## config.mk

```make
export PLATFORM = sky130hd
export DESIGN_NAME = id_ex_stage_flat
export DESIGN_NICKNAME = d
export VERILOG_FILES = /design/src/rtl/id_ex_stage_if.sv /design/src/rtl/id_ex_stage.sv /design/src/flat_wrapper.sv
export SDC_FILE = /design/constraint.sdc
export NUM_CORES = 1
export LEC_CHECK = 0
export ABC_AREA = 1
export CAP_MARGIN = 5
export CORE_ASPECT_RATIO = 2
export CORE_UTILIZATION = 30
export DETAILED_ROUTE_END_ITERATION = 10
export PLACE_DENSITY = 0.76
export SLEW_MARGIN = 20
export SYNTH_ARGS = -nofsm -noshare
export SYNTH_HDL_FRONTEND = slang
export SYNTH_SLANG_ARGS = --single-unit
export TNS_END_PERCENT = 1
```

## constraint.sdc

```tcl
create_clock -name clk -period 3.19 [get_ports clk]
set_clock_uncertainty 0.15 [all_clocks]
set_input_delay 0.957 -clock clk [delete_from_list [all_inputs] [get_ports clk]]
set_output_delay 0.957 -clock clk [all_outputs]
set_load 0.01 [all_outputs]
```

## src/rtl/id_ex_stage_if.sv

```systemverilog
// id_ex_stage_if: signal bundle between the decoder/register file (ID side),
// the ID/EX pipeline register and the EX stage.
// master: the pipeline environment (decoder, hazard consumers, EX stage).
// slave:  the id_ex_stage block itself.
interface id_ex_stage_if;
    logic [31:0] id_instruction;
    logic        id_reg_write;
    logic        id_mem_to_reg_write;
    logic        id_mem_read;
    logic        id_mem_write;
    logic        id_branch;
    logic        id_alu_source;
    logic        id_alu_source_shift;
    logic        id_reg_dst;
    logic [3:0]  id_alu_control;
    logic [31:0] id_rs_data;
    logic [31:0] id_rt_data;
    logic [31:0] id_pc_plus4;
    logic        branch_flush;
    logic        control_mux;
    logic        if_id_stall;
    logic        ex_reg_write;
    logic        ex_mem_to_reg_write;
    logic        ex_mem_read;
    logic        ex_mem_write;
    logic        ex_branch;
    logic        ex_alu_source;
    logic        ex_alu_source_shift;
    logic [3:0]  ex_alu_control;
    logic [31:0] ex_rs_data;
    logic [31:0] ex_rt_data;
    logic [31:0] ex_imm;
    logic [31:0] ex_pc_plus4;
    logic [4:0]  ex_rs;
    logic [4:0]  ex_rt;
    logic [4:0]  ex_write_reg;
    logic [4:0]  ex_shamt;

    modport master (
        output id_instruction, id_reg_write, id_mem_to_reg_write, id_mem_read,
               id_mem_write, id_branch, id_alu_source, id_alu_source_shift,
               id_reg_dst, id_alu_control, id_rs_data, id_rt_data, id_pc_plus4,
               branch_flush,
        input  control_mux, if_id_stall,
               ex_reg_write, ex_mem_to_reg_write, ex_mem_read, ex_mem_write,
               ex_branch, ex_alu_source, ex_alu_source_shift, ex_alu_control,
               ex_rs_data, ex_rt_data, ex_imm, ex_pc_plus4,
               ex_rs, ex_rt, ex_write_reg, ex_shamt
    );

    modport slave (
        input  id_instruction, id_reg_write, id_mem_to_reg_write, id_mem_read,
               id_mem_write, id_branch, id_alu_source, id_alu_source_shift,
               id_reg_dst, id_alu_control, id_rs_data, id_rt_data, id_pc_plus4,
               branch_flush,
        output control_mux, if_id_stall,
               ex_reg_write, ex_mem_to_reg_write, ex_mem_read, ex_mem_write,
               ex_branch, ex_alu_source, ex_alu_source_shift, ex_alu_control,
               ex_rs_data, ex_rt_data, ex_imm, ex_pc_plus4,
               ex_rs, ex_rt, ex_write_reg, ex_shamt
    );
endinterface

```

## src/rtl/id_ex_stage.sv

```systemverilog
// id_ex_stage: ID/EX pipeline register of the five-stage MIPS pipeline with
// read-after-write hazard detection, branch-flush bubbles and a saturating
// hazard-bubble counter.
// Build option: define ID_EX_FORWARD_EN when an EX forwarding unit exists;
// only load-use hazards then stall. Otherwise EX and MEM producers both stall.
module id_ex_stage #(
    parameter int BUBBLE_CNT_W = 16
) (
    input  logic                    clk,
    input  logic                    reset,
    id_ex_stage_if.slave            bus,
    output logic [BUBBLE_CNT_W-1:0] bubble_count
);
    localparam logic [5:0] OP_RTYPE = 6'h00;
    localparam logic [5:0] OP_BEQ   = 6'h04;
    localparam logic [5:0] OP_BNE   = 6'h05;
    localparam logic [5:0] OP_SW    = 6'h2B;
    localparam logic [5:0] OP_ANDI  = 6'h0C;
    localparam logic [5:0] OP_ORI   = 6'h0D;
    localparam logic [5:0] OP_XORI  = 6'h0E;
    localparam logic [BUBBLE_CNT_W-1:0] CNT_MAX = {BUBBLE_CNT_W{1'b1}};
    localparam logic [BUBBLE_CNT_W-1:0] CNT_ONE = BUBBLE_CNT_W'(1'b1);

    typedef struct packed {
        logic        reg_write;
        logic        mem_to_reg_write;
        logic        mem_read;
        logic        mem_write;
        logic        branch;
        logic        alu_source;
        logic        alu_source_shift;
        logic [3:0]  alu_control;
        logic [31:0] rs_data;
        logic [31:0] rt_data;
        logic [31:0] imm;
        logic [31:0] pc_plus4;
        logic [4:0]  rs;
        logic [4:0]  rt;
        logic [4:0]  write_reg;
        logic [4:0]  shamt;
    } ex_bundle_t;

    // Shifts by immediate (sll/srl/sra) ignore the rs field.
    function automatic logic rs_used(input logic [31:0] instr);
        logic used;
        if (instr[31:26] == OP_RTYPE) begin
            case (instr[5:0])
                6'h00, 6'h02, 6'h03: used = 1'b0;
                default:             used = 1'b1;
            endcase
        end else begin
            used = 1'b1;
        end
        return used;
    endfunction

    // R-type, branches and stores read rt as a source.
    function automatic logic rt_used(input logic [31:0] instr);
        logic used;
        case (instr[31:26])
            OP_RTYPE, OP_BEQ, OP_BNE, OP_SW: used = 1'b1;
            default:                         used = 1'b0;
        endcase
        return used;
    endfunction

    // Logical immediates are zero-extended, everything else sign-extended.
    function automatic logic [31:0] imm_ext(input logic [31:0] instr);
        logic [31:0] imm;
        case (instr[31:26])
            OP_ANDI, OP_ORI, OP_XORI: imm = {16'h0000, instr[15:0]};
            default:                  imm = {{16{instr[15]}}, instr[15:0]};
        endcase
        return imm;
    endfunction

    // A used, nonzero source register equal to a tracked destination.
    function automatic logic reg_match(input logic [31:0] instr, input logic [4:0] dst);
        logic rs_hit;
        logic rt_hit;
        rs_hit = rs_used(instr) && (instr[25:21] != 5'd0) && (instr[25:21] == dst);
        rt_hit = rt_used(instr) && (instr[20:16] != 5'd0) && (instr[20:16] == dst);
        return rs_hit | rt_hit;
    endfunction

    ex_bundle_t              ex_r;
    ex_bundle_t              ex_next_s;
    logic                    mem_reg_write_r;
    logic [4:0]              mem_write_reg_r;
    logic [BUBBLE_CNT_W-1:0] bubble_count_r;
    logic                    hazard_s;
    logic                    control_mux_s;
    logic                    if_id_stall_s;
    logic                    count_bubble_s;

    // Hazard detection against tracked producers; decoded from the raw
    // instruction so it never depends on control_mux.
    always_comb begin
`ifdef ID_EX_FORWARD_EN
        hazard_s = ex_r.mem_read & ex_r.reg_write
                 & reg_match(bus.id_instruction, ex_r.write_reg);
`else
        hazard_s = (ex_r.reg_write & reg_match(bus.id_instruction, ex_r.write_reg))
                 | (mem_reg_write_r & reg_match(bus.id_instruction, mem_write_reg_r));
`endif
    end

    // Stall/squash decision: reset and flush both override a hazard.
    always_comb begin
        control_mux_s  = 1'b1;
        if_id_stall_s  = 1'b0;
        count_bubble_s = 1'b0;
        if (reset) begin
            control_mux_s  = 1'b1;
            if_id_stall_s  = 1'b0;
            count_bubble_s = 1'b0;
        end else if (bus.branch_flush) begin
            control_mux_s  = 1'b1;
            if_id_stall_s  = 1'b0;
            count_bubble_s = 1'b0;
        end else if (hazard_s) begin
            control_mux_s  = 1'b0;
            if_id_stall_s  = 1'b1;
            count_bubble_s = 1'b1;
        end else begin
            control_mux_s  = 1'b1;
            if_id_stall_s  = 1'b0;
            count_bubble_s = 1'b0;
        end
    end

    // Next EX contents: a bubble on flush or hazard, else the ID instruction.
    always_comb begin
        ex_next_s = '0;
        if (bus.branch_flush || hazard_s) begin
            ex_next_s = '0;
        end else begin
            ex_next_s.reg_write        = bus.id_reg_write;
            ex_next_s.mem_to_reg_write = bus.id_mem_to_reg_write;
            ex_next_s.mem_read         = bus.id_mem_read;
            ex_next_s.mem_write        = bus.id_mem_write;
            ex_next_s.branch           = bus.id_branch;
            ex_next_s.alu_source       = bus.id_alu_source;
            ex_next_s.alu_source_shift = bus.id_alu_source_shift;
            ex_next_s.alu_control      = bus.id_alu_control;
            ex_next_s.rs_data          = bus.id_rs_data;
            ex_next_s.rt_data          = bus.id_rt_data;
            ex_next_s.imm              = imm_ext(bus.id_instruction);
            ex_next_s.pc_plus4         = bus.id_pc_plus4;
            ex_next_s.rs               = bus.id_instruction[25:21];
            ex_next_s.rt               = bus.id_instruction[20:16];
            ex_next_s.write_reg        = bus.id_reg_dst ? bus.id_instruction[15:11]
                                                        : bus.id_instruction[20:16];
            ex_next_s.shamt            = bus.id_instruction[10:6];
        end
    end

    // Pipeline register, MEM destination shadow and saturating bubble counter.
    always_ff @(posedge clk) begin
        if (reset) begin
            ex_r            <= '0;
            mem_reg_write_r <= 1'b0;
            mem_write_reg_r <= 5'd0;
            bubble_count_r  <= '0;
        end else begin
            ex_r            <= ex_next_s;
            mem_reg_write_r <= ex_r.reg_write;
            mem_write_reg_r <= ex_r.write_reg;
            if (count_bubble_s && (bubble_count_r != CNT_MAX)) begin
                bubble_count_r <= bubble_count_r + CNT_ONE;
            end else begin
                bubble_count_r <= bubble_count_r;
            end
        end
    end

    assign bus.control_mux         = control_mux_s;
    assign bus.if_id_stall         = if_id_stall_s;
    assign bus.ex_reg_write        = ex_r.reg_write;
    assign bus.ex_mem_to_reg_write = ex_r.mem_to_reg_write;
    assign bus.ex_mem_read         = ex_r.mem_read;
    assign bus.ex_mem_write        = ex_r.mem_write;
    assign bus.ex_branch           = ex_r.branch;
    assign bus.ex_alu_source       = ex_r.alu_source;
    assign bus.ex_alu_source_shift = ex_r.alu_source_shift;
    assign bus.ex_alu_control      = ex_r.alu_control;
    assign bus.ex_rs_data          = ex_r.rs_data;
    assign bus.ex_rt_data          = ex_r.rt_data;
    assign bus.ex_imm              = ex_r.imm;
    assign bus.ex_pc_plus4         = ex_r.pc_plus4;
    assign bus.ex_rs               = ex_r.rs;
    assign bus.ex_rt               = ex_r.rt;
    assign bus.ex_write_reg        = ex_r.write_reg;
    assign bus.ex_shamt            = ex_r.shamt;
    assign bubble_count            = bubble_count_r;
endmodule

```

## src/flat_wrapper.sv

```systemverilog
// flat-port wrapper written by rule: the top's interface ports become plain ports
module id_ex_stage_flat 
#(
    parameter int BUBBLE_CNT_W = 16
)
  (clk, reset, bubble_count, bus_id_instruction, bus_id_reg_write, bus_id_mem_to_reg_write, bus_id_mem_read, bus_id_mem_write, bus_id_branch, bus_id_alu_source, bus_id_alu_source_shift, bus_id_reg_dst, bus_id_alu_control, bus_id_rs_data, bus_id_rt_data, bus_id_pc_plus4, bus_branch_flush, bus_control_mux, bus_if_id_stall, bus_ex_reg_write, bus_ex_mem_to_reg_write, bus_ex_mem_read, bus_ex_mem_write, bus_ex_branch, bus_ex_alu_source, bus_ex_alu_source_shift, bus_ex_alu_control, bus_ex_rs_data, bus_ex_rt_data, bus_ex_imm, bus_ex_pc_plus4, bus_ex_rs, bus_ex_rt, bus_ex_write_reg, bus_ex_shamt);
  id_ex_stage_if bus_i ();
  input  logic clk;
  input  logic reset;
  output logic [BUBBLE_CNT_W-1:0] bubble_count;
  input wire logic [$bits(bus_i.id_instruction)-1:0] bus_id_instruction;
  input wire logic [$bits(bus_i.id_reg_write)-1:0] bus_id_reg_write;
  input wire logic [$bits(bus_i.id_mem_to_reg_write)-1:0] bus_id_mem_to_reg_write;
  input wire logic [$bits(bus_i.id_mem_read)-1:0] bus_id_mem_read;
  input wire logic [$bits(bus_i.id_mem_write)-1:0] bus_id_mem_write;
  input wire logic [$bits(bus_i.id_branch)-1:0] bus_id_branch;
  input wire logic [$bits(bus_i.id_alu_source)-1:0] bus_id_alu_source;
  input wire logic [$bits(bus_i.id_alu_source_shift)-1:0] bus_id_alu_source_shift;
  input wire logic [$bits(bus_i.id_reg_dst)-1:0] bus_id_reg_dst;
  input wire logic [$bits(bus_i.id_alu_control)-1:0] bus_id_alu_control;
  input wire logic [$bits(bus_i.id_rs_data)-1:0] bus_id_rs_data;
  input wire logic [$bits(bus_i.id_rt_data)-1:0] bus_id_rt_data;
  input wire logic [$bits(bus_i.id_pc_plus4)-1:0] bus_id_pc_plus4;
  input wire logic [$bits(bus_i.branch_flush)-1:0] bus_branch_flush;
  output wire logic [$bits(bus_i.control_mux)-1:0] bus_control_mux;
  output wire logic [$bits(bus_i.if_id_stall)-1:0] bus_if_id_stall;
  output wire logic [$bits(bus_i.ex_reg_write)-1:0] bus_ex_reg_write;
  output wire logic [$bits(bus_i.ex_mem_to_reg_write)-1:0] bus_ex_mem_to_reg_write;
  output wire logic [$bits(bus_i.ex_mem_read)-1:0] bus_ex_mem_read;
  output wire logic [$bits(bus_i.ex_mem_write)-1:0] bus_ex_mem_write;
  output wire logic [$bits(bus_i.ex_branch)-1:0] bus_ex_branch;
  output wire logic [$bits(bus_i.ex_alu_source)-1:0] bus_ex_alu_source;
  output wire logic [$bits(bus_i.ex_alu_source_shift)-1:0] bus_ex_alu_source_shift;
  output wire logic [$bits(bus_i.ex_alu_control)-1:0] bus_ex_alu_control;
  output wire logic [$bits(bus_i.ex_rs_data)-1:0] bus_ex_rs_data;
  output wire logic [$bits(bus_i.ex_rt_data)-1:0] bus_ex_rt_data;
  output wire logic [$bits(bus_i.ex_imm)-1:0] bus_ex_imm;
  output wire logic [$bits(bus_i.ex_pc_plus4)-1:0] bus_ex_pc_plus4;
  output wire logic [$bits(bus_i.ex_rs)-1:0] bus_ex_rs;
  output wire logic [$bits(bus_i.ex_rt)-1:0] bus_ex_rt;
  output wire logic [$bits(bus_i.ex_write_reg)-1:0] bus_ex_write_reg;
  output wire logic [$bits(bus_i.ex_shamt)-1:0] bus_ex_shamt;
  assign bus_i.id_instruction = bus_id_instruction;
  assign bus_i.id_reg_write = bus_id_reg_write;
  assign bus_i.id_mem_to_reg_write = bus_id_mem_to_reg_write;
  assign bus_i.id_mem_read = bus_id_mem_read;
  assign bus_i.id_mem_write = bus_id_mem_write;
  assign bus_i.id_branch = bus_id_branch;
  assign bus_i.id_alu_source = bus_id_alu_source;
  assign bus_i.id_alu_source_shift = bus_id_alu_source_shift;
  assign bus_i.id_reg_dst = bus_id_reg_dst;
  assign bus_i.id_alu_control = bus_id_alu_control;
  assign bus_i.id_rs_data = bus_id_rs_data;
  assign bus_i.id_rt_data = bus_id_rt_data;
  assign bus_i.id_pc_plus4 = bus_id_pc_plus4;
  assign bus_i.branch_flush = bus_branch_flush;
  assign bus_control_mux = bus_i.control_mux;
  assign bus_if_id_stall = bus_i.if_id_stall;
  assign bus_ex_reg_write = bus_i.ex_reg_write;
  assign bus_ex_mem_to_reg_write = bus_i.ex_mem_to_reg_write;
  assign bus_ex_mem_read = bus_i.ex_mem_read;
  assign bus_ex_mem_write = bus_i.ex_mem_write;
  assign bus_ex_branch = bus_i.ex_branch;
  assign bus_ex_alu_source = bus_i.ex_alu_source;
  assign bus_ex_alu_source_shift = bus_i.ex_alu_source_shift;
  assign bus_ex_alu_control = bus_i.ex_alu_control;
  assign bus_ex_rs_data = bus_i.ex_rs_data;
  assign bus_ex_rt_data = bus_i.ex_rt_data;
  assign bus_ex_imm = bus_i.ex_imm;
  assign bus_ex_pc_plus4 = bus_i.ex_pc_plus4;
  assign bus_ex_rs = bus_i.ex_rs;
  assign bus_ex_rt = bus_i.ex_rt;
  assign bus_ex_write_reg = bus_i.ex_write_reg;
  assign bus_ex_shamt = bus_i.ex_shamt;
  id_ex_stage #(.BUBBLE_CNT_W(BUBBLE_CNT_W)) u_core (.clk(clk), .reset(reset), .bus(bus_i), .bubble_count(bubble_count));
endmodule
```

## After elaboration in Yosys (flattened, before gate mapping)

Index checks and enable logic that the tools add are counted.

- Bits of input ports: 143
- Output and inout bits: 177
- Flip-flop bits (word level): 166
- Logic and storage cells: 65

- Eq/ne operators: 13
- $add $sub $neg: 1
- Multiplexer cells: 10
- Bitwise gates (word level): 5
- Reductions and logical operators: 16

Operators by type and width:

| cell | number |
|---|---|
| == test 5 bit | 4 |
| == test 6 x 4 -> 1 bit, second input constant | 3 |
| adder 16 x 1 -> 16 bit, second input constant | 1 |
| inequality test 16 bit, second input constant | 1 |
| == test 6 x 2 -> 1 bit, second input constant | 2 |
| == test 6 x 3 -> 1 bit, second input constant | 2 |
| zero test 6 bit | 2 |
| nonzero test 5 bit | 2 |
| 2-to-1 mux 1 bit | 9 |
| logical AND 1 bit | 7 |
| == test 6 bit, second input constant | 1 |
| 2-to-1 mux 5 bit | 1 |
| OR reduction 5 bit | 1 |
| OR reduction 4 bit | 1 |
| bitwise OR 1 bit | 3 |
| OR reduction 3 bit | 1 |
| bitwise AND 1 bit | 2 |
| OR reduction 2 bit | 1 |
| logical OR 1 bit | 1 |

## Longest topological paths before layout

Gate-level depths: netlist of run 1.

- Word-level depth: 13
- Gate-level depth with buffers: 13

## Worst setup path before layout of run 1

Ideal clock, no wire load.

- Path kind: input to output
- Start: input bus_id_instruction[31]
- End: output bus_if_id_stall
- Path slack: 0.020 ns
- Buffers on the path: 1
- Stages: 10
- Arrival time: 2.063 ns
- Cell sequence: nor2_1 nand3_1 nand3_1 nand3_1 nand2_1 nand2_1 nand2_2 buf_2 nand2_1 inv_1

- Cells in the longest elaborated chain, start to end: 11

Ends and longest elaborated chain:

| element | line | text |
|---|---|---|
| start, declared | flat_wrapper.sv:11 | `input wire logic [$bits(bus_i.id_instruction)-1:0] bus_id_instruction;` |
| == test 6 x 3 -> 1 bit (tied with other cells) | id_ex_stage.sv:60 | `case (instr[31:26])` |
| OR reduction 4 bit | id_ex_stage.sv:60 |  |
| 2-to-1 mux 1 bit | id_ex_stage.sv:60 |  |
| logical AND 1 bit (2 in series) | id_ex_stage.sv:82 | `rt_hit = rt_used(instr) && (instr[20:16] != 5'd0) && (instr[20:16] == dst);` |
| bitwise OR 1 bit | id_ex_stage.sv:83 | `return rs_hit \| rt_hit;` |
| bitwise AND 1 bit (on tied branches) | id_ex_stage.sv:103, id_ex_stage.sv:104 |  |
| bitwise OR 1 bit * | id_ex_stage.sv:104 | `\| (mem_reg_write_r & reg_match(bus.id_instruction, mem_write_reg_r));` |
| 2-to-1 mux 1 bit * | id_ex_stage.sv:121 | `end else if (hazard_s) begin` |
| 2-to-1 mux 1 bit * | id_ex_stage.sv:117 | `end else if (bus.branch_flush) begin` |
| 2-to-1 mux 1 bit * | id_ex_stage.sv:113 | `if (reset) begin` |
| end, declared | flat_wrapper.sv:26 | `output wire logic [$bits(bus_i.if_id_stall)-1:0] bus_if_id_stall;` |

Mark *: on every way between the ends. The rest lies on a longest branch, timed or not.

## Worst setup path after layout of run 1

Same ends and word-level chain as after synthesis.

==> results of run 1 <==
-- worst min path at each step --
stage / to / slack [ns] / start
4_1_cts: u_core.mem_reg_write_r / 0.35 / u_core.bus.ex_reg_write
3_3_place_gp: u_core.mem_reg_write_r / 0.35 / u_core.bus.ex_reg_write
3_5_place_dp: u_core.mem_reg_write_r / 0.35 / u_core.bus.ex_reg_write
5_1_grt: u_core.mem_reg_write_r / 0.39 / u_core.bus.ex_reg_write
2_1_floorplan: u_core.mem_reg_write_r / 0.31 / u_core.bus.ex_reg_write
6_report: u_core.mem_reg_write_r / 0.34 / u_core.bus.ex_reg_write
-- worst max-delay path, delay by kind of cell --
kind / cells / cell delay [ns]
buffers and inverters: 3 / 0.27
and+or+nand+nor: 9 / 0.82
-- power breakdown --
part	switching, mW	internal, mW
registers	0.0294	2.08
logic	0.237	0.365
clock network	0.883	1.13
total	1.15	3.58
-- repair_timing --
| action | CTS | global route |
|---|---|---|
| hold buffers | 0 | 0 |
| endpoints found under the setup margin | 2 | 3 |
| gates resized for setup | 86 | 32 |
| pin swaps | 21 | 30 |
| setup buffers | 19 | 1 |
-- cell usage after synthesis --
master / n
nor2_1: 177
dfxtp_1: 161
inv_1: 152
nand2_1: 71
buf_4: 20
nand3_1: 19
nand4_1: 18
buf_2: 16
xnor2_1: 15
a21oi_1: 13
xor2_1: 8
a211oi_1: 5
clkbuf_1: 4
nand2_2: 2
a31oi_1: 1
and2_1: 1
buf_1: 1
buf_8: 1
ha_1: 1
nand3_4: 1
nand3b_4: 1
nor2_2: 1
nor3_1: 1
nor3_2: 1
-- per-layer routing --
| layer | up-vias | part of all wire, % | wire length, µm |
|---|---|---|---|
| li1 | 2683 | - | - |
| met1 | 2443 | 33 | 5760 |
| met2 | 200 | 58 | 9960 |
| met3 | 28 | 6.5 | 1120 |
| met4 | 2 | 2.6 | 442 |
| met5 | - | 0.058 | 10 |
-- metrics by stage --
stage	utilization (%)	total power, mW	setup TNS, ns	cells
4_1_cts	53.9	4.79	0	1267
5_1_grt	53.8	4.92	-0.0510	1267
6_report	53.8	4.73	0	1267
3_5_place_dp	49.6	2.74	-2.01	1216
3_3_place_gp	49.6	2.73	-1.53	1216
2_1_floorplan	-	2.34	0	691
-- logic make-up (layout without fill, tap and decap cells) --
family / after synthesis / after routing / share of synthesized area [%]
XOR/XNOR: 23 / 23 / 3.60
buffers and inverters: 194 / 554 / 14.9
flip-flops: 161 / 161 / 57.6
AO/OA/AOI/OAI: 19 / 19 / 1.95
adder cells (fa/ha/maj): 1 / 1 / 0.224
AND/OR/NAND/NOR: 293 / 293 / 21.7
-- cell type report --
| cell class | instances | area [µm²] | area share (%) |
|---|---|---|---|
| inverter | 152 | 573 | 5.82 |
| sequential | 161 | 3220 | 32.7 |
| multi-input combinational | 336 | 1670 | 16.9 |
| tap | 216 | 270 | 2.74 |
| timing repair buffer | 370 | 3530 | 35.9 |
| clock inverter | 14 | 144 | 1.46 |
| clock buffer | 18 | 439 | 4.46 |
==> impl_metrics.csv, run 1 <==
group,metric,value,unit
logic_synthesis,yosysWarnings,0,
pwr,leakage,4.51,nW
logic_synthesis,synth_top_area_cell,"dfxtp_1",
die,dieArea,19200,µm²
routing,wl_per_cell,13.7,µm
sta,min_period,3.15,ns
die,num_rows,70,
grt,grt_pass1_vias,5375,
worst_setup_path,cpPeakStageDelay,0.17,ns
final_layout,antenna_cells,0,
job,cap_violations,0,
logic_synthesis,synth.cell_area,5600,µm²
cts,cts_buffers,17,
routing,via_per_inst,4.23,
worst_setup_path,r2r_slack,1.00,ns
routing,drt_iter0_markers,101,
grt,grtUsageTotal,18.3,%
die,fp.dieH,195,µm
worst_setup_path,cp.arrival,2.04,ns
cts,ctsHtreeMaxLevel,4,
sta,tightestPinTransition,0.430,ns
sta,hold_violations,0,
final_layout,fillers,1668,
sta,max_freq,0.317,GHz
sta,whs,0.340,ns
placed_design,placed_cell_area,9090,µm²
final_layout,fin_area,9850,µm²
final_layout,finalNetCount,1182,
grt,use_met3,5.26,%
logic_synthesis,syn-num-nets,835,
sta,layout_setup_ws,0.0394,ns
cts,cts-root-buf,"clkbuf_16",
worst_setup_path,crit_path_start,"bus_id_instruction[31]",
sta,min_period_over_period,98.8,%
cts,clock-sinks,161,
final_layout,area_growth,76.0,%
placed_design,gp_congestion,0.903,
worst_setup_path,cp_cell_sequence,"clkbuf_2 > nor2_4 > nand3_4 > nor2_2 > nor2_1 > nand2_1 > nand2_2 > nand2_2 > nand2_2 > nand2_2 > inv_1 > buf_2",
worst_setup_path,cp-start-kind,"primary input",
logic_synthesis,synthCells,691,
final_layout,drive_gt1_share,13.3,%
worst_setup_path,cp.required,2.08,ns
final_layout,final_common_cell,"clkdlybuf4s50_1",
placed_design,post-place-ws,-0.827,ns
pwr,cellPowerDensity,480,nW/µm²
grt,top_usage_layer,"met2",
logic_synthesis,synth-seq-cells,161,
grt,grt_max_degree,49,
die,ios,320,
sta,slew_headroom,71.3,%
logic_synthesis,yosys.cell_types.count,24,
placed_design,numPortBuffers,319,
grt,grt_antenna_before_repair,1,
grt,use_met2,36.1,%
logic_synthesis,ys_top_cells_by_area,"dfxtp_1 (58%), nor2_1 (12%), inv_1 (10%)",
die,die_w,98.6,µm
die,coreArea,18300,µm²
sta,rsz0062_at_grt,"true",
worst_setup_path,crit_fanout,3,
worst_setup_path,r2r_cells,9,
min_path,hp-class,"register to register",
logic_synthesis,synth_top_area_share,57.6,%
min_path,min_path_cells,2,
worst_setup_path,crit_type,"primary input to output port",
sta,setup-violations-final,0,
cts,path_clk_slew,0.06,ns
outcome,status,"finished, final reports clean",
final_layout,layout_common_cells,"clkdlybuf4s50_1 (295), nor2_1 (169), dfxtp_1 (161), inv_1 (146), nand2_1 (63)",
routing,first_pass_iters,4,
grt,met1_usage,17.3,%
sta,slew_violations,0,
worst_setup_path,cp_slowest_cell,"nor2_4",
cts,insertion_delay,0.41,ns
routing,postRouteAntennaNets,0,
die,start_util,30.6,%
worst_setup_path,r2r-start,"u_core.bubble_count[0]",
placed_design,hpwl,13.5,mm
routing,vias,5356,
logic_synthesis,synth-seq-area-share,57.6,%
cts,clock_path_buffers,2,
worst_setup_path,end_kind,"output port",
worst_setup_path,timing.rr.end,"u_core.bubble_count[3]",
routing,drc,0,
pwr,ir_drop,0.000384,V
grt,grt_pass1_wl,26.9,mm
worst_setup_path,crit_top_cell,"nand2_2",
logic_synthesis,syn_area_per_cell,8.10,µm²
cts,cts_tree,"yes",
grt,grt.overflow.total,0,
routing,wl,17.3,mm
worst_setup_path,critical_path.endpoint,"bus_if_id_stall",
No activity file was read; power rests on OpenSTA's default activity.
==> run 2: changes to the inputs <==
- CORE_ASPECT_RATIO: 2 -> unset
- CORE_UTILIZATION: 30 -> 38
- PLACE_DENSITY: 0.76 -> 0.9
==> impl_metrics.csv, run 2 (same netlist as run 1, synthesis figures left out) <==
group,metric,value,unit
sta,whs,0.308,ns
pwr,pwr-share-clk,41.8,%
sta,slew_violations,0,
pwr,p_switching,1.13,mW
worst_setup_path,path_depth,13,
sta,tightestPinTransition,0.414,ns
worst_setup_path,cp-start-kind,"primary input",
placed_design,hpwl,13.1,mm
cts,path_clk_slew,0.06,ns
routing,via_per_inst,4.40,
die,num_rows,43,
grt,grt_pass1_vias,5331,
grt,grt_antenna_before_repair,0,
final_layout,fin_area,9710,µm²
worst_setup_path,crit_fanout,5,
pwr,leakage,4.41,nW
pwr,cellPowerDensity,478,nW/µm²
die,dieArea,15200,µm²
die,ios,320,
job,cap_violations,0,
grt,grt_pass1_wl,26.3,mm
cts,cts_buffers,17,
sta,max_freq,0.318,GHz
sta,fin_setup_tns,0,ns
routing,wl_per_cell,14.6,µm
die,coreArea,14100,µm²
routing,vias,5354,
placed_design,numPortBuffers,319,
cts,clock-sinks,161,
die,die_w,123,µm
sta,min_period_over_period,98.6,%
cts,cts_tree,"yes",
die,fp.dieH,123,µm
worst_setup_path,cp_slowest_cell,"buf_2",
final_layout,drive_gt1_share,12.6,%
sta,slew_headroom,72.4,%
routing,postRouteAntennaNets,0,
final_layout,finalNetCount,1167,
final_layout,area_growth,73.5,%
grt,grtUsageTotal,23.3,%
worst_setup_path,cp.arrival,2.04,ns
die,start_util,39.6,%
final_layout,layout_common_cells,"clkdlybuf4s50_1 (295), nor2_1 (169), dfxtp_1 (161), inv_1 (146), nand2_1 (65)",
worst_setup_path,end_kind,"output port",
sta,setup-violations-final,0,
pwr,comb_power_share,12.6,%
final_layout,final_common_cell,"clkdlybuf4s50_1",
cts,insertion_delay,0.42,ns
pwr,switching_share,24.2,%
worst_setup_path,cpPeakStageDelay,0.14,ns
cts,clock_path_buffers,2,
pwr,intPower,3.52,mW
worst_setup_path,critPathTopFamily,"simple AND/OR/NAND/NOR gates",
worst_setup_path,cp_num_buf_inv,4,
sta,rsz0062_at_grt,"true",
cts,cts.hold.buffers_added,0,
min_path,hp-class,"register to register",
outcome,status,"finished, final reports clean",
min_path,min_path_cells,2,
grt,grt.overflow.total,0,
cts,ctsHtreeMaxLevel,4,
worst_setup_path,crit_type,"primary input to output port",
worst_setup_path,crit_top_cell,"nand2_2",
routing,first_pass_iters,4,
routing,drt_iter0_markers,377,
cts,cts-root-buf,"clkbuf_16",
routing,drc,0,
grt,grt_max_degree,63,
pwr,seqPwrFrac,45.6,%
worst_setup_path,cp_cell_sequence,"buf_2 > inv_2 > nand2_1 > nand2_1 > nand3_1 > nor2_1 > nand3_2 > nand2_2 > nand2_2 > nand2_2 > nand2_2 > inv_1 > buf_2",
final_layout,fillers,1018,
placed_design,gp_congestion,0.898,
routing,wl,17.8,mm
pwr,ir_drop,0.000335,V
placed_design,placed_cell_area,8960,µm²
sta,hold_violations,0,
worst_setup_path,r2r_cells,20,
sta,min_period,3.14,ns
worst_setup_path,cp.required,2.08,ns
==> run 2: worst paths after layout <==
kind	from	endpoint	slack, ns
min	u_core.bus.ex_reg_write	u_core.mem_reg_write_r	0.31
max	bus_id_instruction[18]	bus_if_id_stall	0.05
max reg2reg	u_core.bus.ex_write_reg[4]	u_core.bubble_count[15]	0.43
min reg2reg	u_core.bus.ex_reg_write	u_core.mem_reg_write_r	0.31
==> run 2: worst reg2reg max path: stages (launching register included) <==
cell	delay (ns)
dfxtp_1	0.47
inv_1	0.11
nand2_1	0.08
nand2_1	0.06
nand3_2	0.08
nor2_2	0.04
nand3_2	0.07
nand2_2	0.06
nand2_2	0.07
nand2_2	0.06
buf_4	0.13
buf_4	0.13
buf_4	0.12
buf_4	0.12
buf_4	0.12
buf_4	0.12
buf_4	0.12
buf_4	0.20
nand3_4	0.14
nand2_1	0.08
a21oi_1	0.15
==> run 2: layer usage <==
layer / global-route usage, % / vias up / routed length [µm]
li1: - / 2658 / -
met1: 22.4 / 2440 / 6380
met2: 42.5 / 218 / 9390
met3: 9.73 / 38 / 1540
met4: 11.3 / 0 / 493
met5: 0 / - / 0
==> run 2: area by class of cell <==
cell class              count  area [µm²]  share of cell area (%)
diodes                      1        2.50                  0.0258
clock buffers              18         429                    4.42
clock inverters            14         135                    1.39
inverters                 152         571                    5.87
multi-input cells         338        1740                    17.9
flip-flops and latches    161        3220                    33.2
well taps                 180         225                    2.32
repair buffers            353        3390                    34.9
==> run 2: power groups by stage <==
stage	combinational (mW)	sequential [mW]	clock, mW
2_1_floorplan	0.145	2.19	0
6_report	0.585	2.12	1.94
3_3_place_gp	0.556	2.15	0
5_1_grt	0.630	2.12	2.07
3_5_place_dp	0.568	2.16	0
4_1_cts	0.575	2.11	1.97
==> run 2: through the flow <==
step,utilization (%),instances,setup WS (ns),power (mW)
detailed placement,63.3,1169,-0.816,2.73
global route,68.6,1216,-0.0431,4.82
finish,68.6,1217,0.0460,4.64
CTS,68.2,1212,0.00205,4.66
global placement,63.3,1169,-0.769,2.71
floorplan,-,691,0.0202,2.34
==> run 2: what timing repair did <==
action,4_1_cts,5_1_grt
cloned,0,2
pin swaps,33,23
gates resized for setup,97,37
buffers inserted,11,3
setup endpoints to repair,2,18
endpoints found under the hold margin,0,0
